==> config.mk <==
export PLATFORM = sky130hd
export DESIGN_NAME = qam_demod_packer
export DESIGN_NICKNAME = d
export VERILOG_FILES = /design/src/rtl/qam_demod_packer.sv
export SDC_FILE = /design/constraint.sdc
export NUM_CORES = 1
export LEC_CHECK = 0
export CAP_MARGIN = 20
export CORE_MARGIN = 1
export CORE_UTILIZATION = 30
export CTS_CLUSTER_DIAMETER = 150
export CTS_CLUSTER_SIZE = 16
export DETAILED_ROUTE_END_ITERATION = 16
export GPL_TIMING_DRIVEN = 0
export PLACE_DENSITY = 0.51
export SKIP_CTS_REPAIR_TIMING = 1
export SLEW_MARGIN = 0
export SYNTH_ARGS = -nofsm -noshare
export SYNTH_HDL_FRONTEND = slang
export SYNTH_SLANG_ARGS = --single-unit
export TNS_END_PERCENT = 5
==> constraint.sdc <==
create_clock -name CLOCK_256 -period 10.49 [get_ports CLOCK_256]
set_input_delay 2.6225 -clock CLOCK_256 [delete_from_list [all_inputs] [get_ports CLOCK_256]]
set_output_delay 2.6225 -clock CLOCK_256 [all_outputs]
set_load 0.1 [all_outputs]
==> src/rtl/qam_demod_packer.sv <==
// qam_demod_packer: integrate-and-dump QPSK / 16-QAM hard-decision demodulator.
// Integrates SPS signed I/Q samples per symbol and slices each symbol with Gray
// mapping. Decided bits are packed MSB-first into OUT_W-bit words, and the words
// are buffered in a FIFO_DEPTH-entry output FIFO with a valid/ready handshake.
// Pipeline: accumulate -> slice register -> pack -> FIFO write.
// Optional feature macro: DEMOD_STATS_EN adds the 32-bit symbol_count output.
module qam_demod_packer #(
  parameter int SAMPLE_W   = 8,
  parameter int SPS        = 4,
  parameter int OUT_W      = 8,
  parameter int FIFO_DEPTH = 4,
  parameter int QAM_THR    = 64
) (
  input  logic                       CLOCK_256,
  input  logic                       reset,
  input  logic                       in_valid,
  input  logic signed [SAMPLE_W-1:0] in_i,
  input  logic signed [SAMPLE_W-1:0] in_q,
  input  logic                       sync,
  input  logic                       mode,
  output logic [OUT_W-1:0]           out_data,
  output logic                       out_valid,
  input  logic                       out_ready,
  output logic                       overflow
`ifdef DEMOD_STATS_EN
  ,
  output logic [31:0]                symbol_count
`endif
);

  // One guard bit on top of the clog2(SPS) growth keeps the sum exact.
  localparam int ACC_W  = SAMPLE_W + $clog2(SPS) + 1;
  localparam int PH_W   = (SPS > 1) ? $clog2(SPS) : 1;
  localparam int AW     = (FIFO_DEPTH > 1) ? $clog2(FIFO_DEPTH) : 1;
  localparam int FILL_W = $clog2(OUT_W + 1);

  localparam logic [63:0]       THR_TOT   = 64'(QAM_THR) * 64'(SPS);
  localparam logic [PH_W-1:0]   PH_LAST   = PH_W'(SPS - 1);
  localparam logic [FILL_W-1:0] FILL_FULL = FILL_W'(OUT_W);
  localparam logic [AW:0]       FIFO_FULL = (AW + 1)'(FIFO_DEPTH);

  typedef enum logic {
    MODE_QPSK  = 1'b0,
    MODE_QAM16 = 1'b1
  } mode_t;

  // Per-axis decision {sign, inner}. The magnitude is formed one bit wider than
  // the sum so the most negative sum negates without wrapping.
  function automatic logic [1:0] slice_axis(input logic signed [ACC_W-1:0] x);
    logic signed [ACC_W:0] xw;
    logic        [ACC_W:0] mag;
    xw  = {x[ACC_W-1], x};
    mag = (xw < 0) ? $unsigned(-xw) : $unsigned(xw);
    return {x[ACC_W-1], (64'(mag) < THR_TOT)};
  endfunction

  // ---------------------------------------------------------------------------
  // Stage 1: integrate-and-dump accumulator
  // ---------------------------------------------------------------------------
  logic signed [ACC_W-1:0] acc_i, acc_q;
  logic        [PH_W-1:0]  phase;
  logic signed [ACC_W-1:0] fin_i, fin_q;
  logic                    fin_valid;

  logic        [PH_W-1:0]  phase_eff;
  logic signed [ACC_W-1:0] sum_i, sum_q;
  logic                    last_sample;

  // sync restarts the symbol in the same cycle, so the incoming sample (if any)
  // is summed onto a cleared accumulator at phase 0.
  // NOTE: every variable assigned in always_comb gets a default first, so no
  // path can leave it unassigned and infer a latch.
  always_comb begin
    phase_eff   = sync ? '0 : phase;
    sum_i       = (sync ? '0 : acc_i) + {{(ACC_W - SAMPLE_W){in_i[SAMPLE_W-1]}}, in_i};
    sum_q       = (sync ? '0 : acc_q) + {{(ACC_W - SAMPLE_W){in_q[SAMPLE_W-1]}}, in_q};
    last_sample = in_valid && (phase_eff == PH_LAST);
  end

  // Accumulate samples; dump the final sums to the slicer on the last phase.
  // NOTE: sequential state uses non-blocking assignments so every register
  // samples the pre-edge values regardless of statement order.
  always_ff @(posedge CLOCK_256 or posedge reset) begin
    if (reset) begin
      acc_i     <= '0;
      acc_q     <= '0;
      phase     <= '0;
      fin_i     <= '0;
      fin_q     <= '0;
      fin_valid <= 1'b0;
    end else begin
      fin_valid <= last_sample;
      if (last_sample) begin
        fin_i <= sum_i;
        fin_q <= sum_q;
        acc_i <= '0;
        acc_q <= '0;
        phase <= '0;
      end else if (in_valid) begin
        acc_i <= sum_i;
        acc_q <= sum_q;
        phase <= phase_eff + PH_W'(1);
      end else if (sync) begin
        acc_i <= '0;
        acc_q <= '0;
        phase <= '0;
      end
    end
  end

  // ---------------------------------------------------------------------------
  // Stage 2: slice register with per-word mode latching
  // ---------------------------------------------------------------------------
  logic [3:0]        sym_bits;
  logic              sym_valid;
  logic              sym_last;
  mode_t             sym_mode;
  mode_t             word_mode;
  logic [FILL_W-1:0] slice_fill;

  logic [3:0]        slice_bits;
  mode_t             cur_mode;
  logic [FILL_W-1:0] fill_next;
  logic              word_done;

  // The word's mode is taken from the mode input when its first symbol is
  // sliced (fill == 0) and held until the word's last symbol is sliced.
  always_comb begin
    slice_bits = {slice_axis(fin_i), slice_axis(fin_q)};
    cur_mode   = (slice_fill == '0) ? mode_t'(mode) : word_mode;
    fill_next  = slice_fill + ((cur_mode == MODE_QAM16) ? FILL_W'(4) : FILL_W'(2));
    word_done  = (fill_next == FILL_FULL);
  end

  // Register the sliced symbol together with its mode and end-of-word flag.
  always_ff @(posedge CLOCK_256 or posedge reset) begin
    if (reset) begin
      sym_bits   <= '0;
      sym_valid  <= 1'b0;
      sym_last   <= 1'b0;
      sym_mode   <= MODE_QPSK;
      word_mode  <= MODE_QPSK;
      slice_fill <= '0;
    end else if (sync) begin
      sym_valid  <= 1'b0;
      slice_fill <= '0;
    end else begin
      sym_valid <= fin_valid;
      if (fin_valid) begin
        sym_bits   <= slice_bits;
        sym_last   <= word_done;
        sym_mode   <= cur_mode;
        word_mode  <= cur_mode;
        slice_fill <= word_done ? '0 : fill_next;
      end
    end
  end

`ifdef DEMOD_STATS_EN
  // Count every slicing event, even if sync or a full FIFO later discards it.
  always_ff @(posedge CLOCK_256 or posedge reset) begin
    if (reset) begin
      symbol_count <= '0;
    end else if (fin_valid) begin
      symbol_count <= symbol_count + 32'd1;
    end
  end
`endif

  // ---------------------------------------------------------------------------
  // Stage 3: MSB-first packer
  // ---------------------------------------------------------------------------
  logic [OUT_W-1:0] pack_sr;
  logic [OUT_W-1:0] word_data;
  logic             word_valid;

  logic [OUT_W+1:0] shift2;
  logic [OUT_W+3:0] shift4;
  logic [OUT_W-1:0] pack_next;

  // QPSK contributes {s_I, s_Q}; 16-QAM contributes {s_I, m_I, s_Q, m_Q}.
  always_comb begin
    shift2    = {pack_sr, sym_bits[3], sym_bits[1]};
    shift4    = {pack_sr, sym_bits};
    pack_next = (sym_mode == MODE_QAM16) ? shift4[OUT_W-1:0] : shift2[OUT_W-1:0];
  end

  // Shift symbols in; hand a completed word to the FIFO write stage.
  always_ff @(posedge CLOCK_256 or posedge reset) begin
    if (reset) begin
      pack_sr    <= '0;
      word_data  <= '0;
      word_valid <= 1'b0;
    end else begin
      word_valid <= sym_valid && sym_last && !sync;
      if (sync) begin
        pack_sr <= '0;
      end else if (sym_valid) begin
        if (sym_last) begin
          word_data <= pack_next;
          pack_sr   <= '0;
        end else begin
          pack_sr <= pack_next;
        end
      end
    end
  end

  // ---------------------------------------------------------------------------
  // Stage 4: output FIFO
  // ---------------------------------------------------------------------------
  logic [OUT_W-1:0] mem [FIFO_DEPTH];
  logic [AW-1:0]    wr_ptr, rd_ptr;
  logic [AW:0]      count;

  logic pop, full, push_ok, drop;

  // A push into a full FIFO still fits when the head leaves in the same cycle.
  always_comb begin
    pop     = out_valid && out_ready;
    full    = (count == FIFO_FULL);
    push_ok = word_valid && (!full || pop);
    drop    = word_valid && full && !pop;
  end

  // FIFO storage, pointers, occupancy and the sticky overflow flag.
  // NOTE: the storage array is reset as well, because out_data must read as
  // zero straight out of reset and a reset must flush stale words.
  always_ff @(posedge CLOCK_256 or posedge reset) begin
    if (reset) begin
      for (int i = 0; i < FIFO_DEPTH; i++) begin
        mem[i] <= '0;
      end
      wr_ptr   <= '0;
      rd_ptr   <= '0;
      count    <= '0;
      overflow <= 1'b0;
    end else begin
      if (push_ok) begin
        mem[wr_ptr] <= word_data;
        wr_ptr      <= wr_ptr + AW'(1);
      end
      if (pop) begin
        rd_ptr <= rd_ptr + AW'(1);
      end
      case ({push_ok, pop})
        2'b10:   count <= count + (AW + 1)'(1);
        2'b01:   count <= count - (AW + 1)'(1);
        default: count <= count;
      endcase
      if (drop) begin
        overflow <= 1'b1;
      end
    end
  end

  assign out_valid = (count != '0);
  assign out_data  = mem[rd_ptr];

endmodule

==> Yosys cells after proc, flatten, opt, wreduce, memory -nomap -nowiden <==
Cells that the tools add are included.
{ "word_totals": {"register_bits": 113, "latchBits": 0, "ramBits": 0, "rom_bits": 0, "input_bits": 22, "out_inout_bits": 10, "wordCells": 94, "memories": 0} }
{ "op_classes": {"addsub": 10, "mul": 0, "div": 0, "n_lt_le_gt_ge": 7, "eq_ne": 5, "shift": 0, "n_mux": 28, "bitwise": 3, "reduce_logical": 19} }
{ "op_table": {"columns": ["op", "n"], "rows": [
  ["2-to-1 mux 11 bit", 6],
  ["bitwise mux 32 bit", 1],
  ["2-to-1 mux 8 bit", 4],
  ["less-than comparator 12 x 9 -> 1 bit, second input constant", 2],
  ["2-to-1 mux 12 bit", 2],
  ["negation 11 -> 12 bit", 2],
  ["adder 11 bit", 2],
  ["less-than comparator 11 x 1 -> 1 bit, second input constant", 2],
  ["2-to-1 mux 6 bit", 3],
  ["binary-select mux 8 bit (select 2 bit)", 1],
  ["demux 8 bit (select 2 bit)", 1],
  ["2-to-1 mux 4 bit", 3],
  ["logical AND 1 bit", 8],
  ["adder 2 x 1 -> 2 bit, second input constant", 3],
  [">= comparator 3 bit, second input constant", 2],
  ["2-to-1 mux 2 bit", 3],
  ["NOT 2 -> 3 bit", 2],
  ["one-hot mux 3 bit (2 select lines)", 1],
  ["nonzero test 2 bit", 3],
  ["adder 4 x 3 -> 4 bit", 1],
  ["equality test 2 bit, second input constant", 2],
  ["equality test 4 bit, second input constant", 1],
  ["logical NOT 4 bit", 1],
  ["adder 3 x 1 -> 3 bit, second input constant", 1],
  ["12 further kinds", 15]
]} }

==> Longest topological paths before layout <==
Gate-level depths: netlist of the first run.
{ "depth": {"depth_word": 8, "depth_mapped": 14, "ltp_nobuf": 11} }

==> Worst setup path after synthesis of the first run <==
Ideal clock, no wire load.
{ "synth_path": {"kind": "input-to-reg", "from": "in sync", "to": "reg acc_i[10]", "setup_ns": 0.080, "arrival_time_ns": 5.234, "required_ns": 10.410, "slack_ns": 5.176, "stages": 14, "n_path_buf": 3, "path_cell_list": "buf_6 -> clkbuf_1 -> clkbuf_1 -> nor2b_1 -> ha_1 -> inv_1 -> fa_1 -> inv_1 -> maj3_2 -> a41o_1 -> nor3_2 -> nor3_1 -> or4b_1 -> o211ai_2"} }
{ "synth_via": {"elab_chain_len": 4, "elab_cells_between_ends": 7, "classes_between": "add/sub: 1; eq/ne: 1; mux: 4; reduce/logical: 1"} }
{ "synth_rtl": {"columns": ["element", "line", "rtl"], "rows": [
  ["start, declared", "19", "input logic sync,"],
  ["2-to-1 mux 11 bit or 2-to-1 mux 2 bit (tied branches)", null, null],
  ["adder 11 bit or equality test 2 bit (tied branches)", "75, 77", null],
  ["2-to-1 mux 11 bit or logical AND 1 bit (tied branches)", "99, 77", null],
  ["2-to-1 mux 11 bit (*)", "93", "if (last_sample) begin"],
  ["end signal, assigned", "100", "acc_i <= sum_i;"],
  ["end, declared", "60", "logic signed [ACC_W-1:0] acc_i, acc_q;"]
]} }
Every way passes the cells marked *; elsewhere a longest branch is shown, timed or not.
A chain may end at the register's enable or synchronous reset.

==> Worst setup path in the final report of the first run <==
{ "layout_path": {"from": "in sync", "to": "reg acc_q[10]"} }
{ "layout_via": {"elab_chain_len": 4, "elab_cells_between_ends": 7, "classes_between": "add/sub: 1; eq/ne: 1; mux: 4; reduce/logical: 1"} }
{ "layout_rtl": {"columns": ["element", "line", "rtl"], "rows": [
  ["2-to-1 mux 11 bit or 2-to-1 mux 2 bit (tied branches)", null, null],
  ["adder 11 bit or equality test 2 bit (tied branches)", "76, 77", null],
  ["2-to-1 mux 11 bit or logical AND 1 bit (tied branches)", "99, 77", null],
  ["2-to-1 mux 11 bit (*)", "93", null],
  ["end signal, assigned", "101", "acc_q <= sum_q;"],
  ["end, declared", "60", null]
]} }
Marked as above.

==> impl_metrics.yaml, run 1 <==
status:
  status: "finished clean"
worst_setup_path:
  endpoint_kind: "flop"
  crit_path_start_kind: "input port"
  required_ns: 10.73
  arrival_ns: 6.64
  r2r_setup_slack_ns: 7.67
  cp_max_fo: 10
  worstSetupPathType: "in -> reg"
synthesis:
  async_reset_ff_share_pct: 100
  yosysMostFrequentCell: "dfrtp_1"
  netlist_area_mm2: 0.00607
  synth.top_cells.by_count: "112 x dfrtp_1, 57 x nand2_1, 47 x o21ai_0"
  synth_nets: 614
  yosys-top-cells-area: "dfrtp_1 46%, mux2_2 7.6%, ha_1 4.1%"
  synth_edf_count: 0
  synth_top_cell_by_area: "dfrtp_1"
  yosysTopAreaCellShare_pct: 46.2
  ys_seq_elements: 112
  synth.avg_cell_area_um2: 10.7
  synth-main-ff-cell: "dfrtp_1"
  yosysWarnings: 0
  synth_cell_types: 65
  syn-instance-count: 568
  ys_seq_area_share_pct: 46.2
layout:
  nNetsFinal: 655
  antenna_cells: 0
  fillers: 2005
  drive_above_1_share_pct: 14.3
  finish.utilization_pct: 35.9
  syn_to_final_growth_pct: 16.1
floorplan:
  pin_count: 32
  fp.dieH_um: 144
  start_util_pct: 30.9
  core_mm2: 0.0197
  row_count: 51
  die_x_um: 144
  dieArea_mm2: 0.0208
global_routing:
  grt_pass1_vias: 4360
  gr-total-overflow: 0
  antenna_found_initial: 0
  grt_pass1_wl_um: 22100
  grt_use_total_pct: 13.8
  grt_max_degree: 60
drt:
  wl_per_cell_um: 15.2
  num_vias: 4283
  firstDrtPassIters: 4
  wl_met2_um: 6790
  routed.top_layer: "met4"
  route.met3.wl_um: 382
  antenna_left: 0
  dr.first_iter.drc_count: 137
  via_per_inst: 4.87
  route.detailed.drc: 0
  wirelength_um: 13400
  wl_met1_um: 6050
cts:
  cts_buffers: 9
  clk_pin_slew_worst_paths_ns: 0.08
  clkLatencyLatePin_ns: 0.36
  cts_root_buf: "clkbuf_16"
  cts.sinks: 112
  cts_tree: "built"
  h-tree-depth: 3
  clockBufferDepth: 2
sta:
  fmax_mhz: 156
  rsz0062_at_grt: "false"
  skew_ns: 0.0104
  report.final.slew_viol_count: 0
  tightest_slew_ns: 0.975
  fin_setup_tns_ns: 0
  period_minus_slack_ns: 6.40
  setup_viol: 0
  relSlewSlack_pct: 34.8
  finalHoldViolCount: 0
  period_share_pct: 61.0
power:
  pwr-share-clk_pct: 31.1
  switching_power_mw: 0.383
  p_per_area_mw_per_mm2: 174
  seqPwrFrac_pct: 43.4
  p_int_mw: 0.845
  ir_drop_uv: 79.2
  p_comb_share_pct: 25.4
  power_leakage_nw: 3.17
  switching_share_pct: 31.2
place:
  gp_congestion: 0.786
  dp.final_hpwl_um: 9610
  port_buffers: 29
worst_hold_path:
  hold_path.class: "reg -> reg"
flow_run:
  max_cap_viol_count: 0
sequential cells by signal, indices dropped and copies added (netlist names), 2 cells and up:
signal,cells
slice_fill,3
phase,2
pack_sr,6
acc_q,11
mem,32
word_data,8
rd_ptr,2
count,3
sym_bits,4
fin_q,11
wr_ptr,2
acc_i,11
fin_i,11
worst max-delay path, cell delays in order:
cell             delay, ns
clkdlybuf4s50_1       0.58
buf_6                 0.19
clkbuf_1              0.47
clkbuf_1              0.55
nor2b_1               0.17
ha_1                  0.25
inv_1                 0.07
fa_1                  0.25
nor2b_1               0.08
o21ai_0               0.25
a21oi_1               0.17
nor4bb_4              0.39
o21ai_4               0.12
a22o_1                0.19
a221o_1               0.26
cell families (layout without fill, tap and decap cells):
logic type | after synthesis | after routing | share of synthesized area, %
mux | 61 | 61 | 12.5
xor+xnor | 34 | 34 | 5.13
buf+inv | 55 | 101 | 3.71
fa+ha+maj | 26 | 26 | 5.79
simple gates | 163 | 163 | 14.1
compound gates | 117 | 117 | 12.6
flops | 112 | 112 | 46.2
path summary, 6_finish.rpt:
path / start / end / cells past startpoint
worst max register to register: acc_q[0]$_DFF_PP0_ / acc_q[10]$_DFF_PP0_ / 11
worst min-delay path: overflow$_DFFE_PP0P_ / overflow$_DFFE_PP0P_ / 1
min in group asynchronous: reset / wr_ptr[1]$_DFFE_PP0P_ / 2
worst max-delay path: sync / acc_q[10]$_DFF_PP0_ / 15
worst min register to register: overflow$_DFFE_PP0P_ / overflow$_DFFE_PP0P_ / 1
max in group asynchronous: reset / acc_i[0]$_DFF_PP0_ / 3
layout by cell type (no fill, tap or decap), types with 9 or more instances in the layout:
master           netlist  layout
clkdlybuf4s50_1        0      29
xnor2_1               22      22
mux2i_1               12      12
nor2_1                22      22
inv_1                 27      26
dfrtp_1              112     112
clkbuf_1              19      19
ha_1                  20      20
mux2_2                41      41
o2bb2ai_1              9       9
nand2_1               57      57
nor2b_1               28      28
clkbuf_16              0       9
a21oi_1               19      19
xor2_1                11      11
o21ai_0               47      47
layer usage:
layer	global-route usage, %	vias up
met5	0	-
met3	3.31	11
met4	3.77	0
met1	16.5	2131
met2	24.6	58
li1	-	2083
per-stage QoR:
stage | std cells | power [mW] | setup slack, ns | instance area (um^2) | hold WS [ns]
6_report | 879 | 1.23 | 4.09 | 7050 | 0.467
3_3_place_gp | 862 | 0.846 | 3.19 | 6690 | 0.443
4_1_cts | 879 | 1.24 | 4.02 | 7050 | 0.469
5_1_grt | 879 | 1.30 | 3.83 | 7050 | 0.504
3_5_place_dp | 863 | 0.859 | 3.66 | 6720 | 0.451
2_1_floorplan | 568 | 0.775 | 4.91 | 6070 | 0.438
power groups by stage:
| stage | logic (mW) | registers [mW] | clock network (mW) |
|---|---|---|---|
| floorplan | 0.244 | 0.531 | 0 |
| global placement | 0.306 | 0.540 | 0 |
| detailed placement | 0.316 | 0.542 | 0 |
| CTS | 0.317 | 0.535 | 0.392 |
| global route | 0.350 | 0.543 | 0.409 |
| finish | 0.312 | 0.533 | 0.382 |
layout make-up:
class | instances | area, um^2 | area share, %
multi-input cells | 401 | 3040 | 43.2
flip-flops and latches | 112 | 2800 | 39.7
well taps | 265 | 332 | 4.70
repair buffers | 30 | 318 | 4.51
clock buffers | 9 | 225 | 3.19
plain buffers | 28 | 124 | 1.76
inverters | 27 | 104 | 1.47
clock inverters | 7 | 103 | 1.45
No activity file was read; power rests on OpenSTA's default activity.
==> run 2: changes to the inputs <==
clock period = 6.2 ns   (was 10.49 ns; I/O delays follow)
==> results of run 2 <==
Same layout as run 1 (identical final DEF). Status: finished clean.
Among the figures that moved: setup slack after placement 3.66 ns -> 0.446 ns; setup slack after layout 4.09 ns -> 0.875 ns; register-to-register setup slack 7.67 ns -> 3.38 ns; total power 1.23 mW -> 2.08 mW; worst IR drop on VDD 79.2 uV -> 134 uV
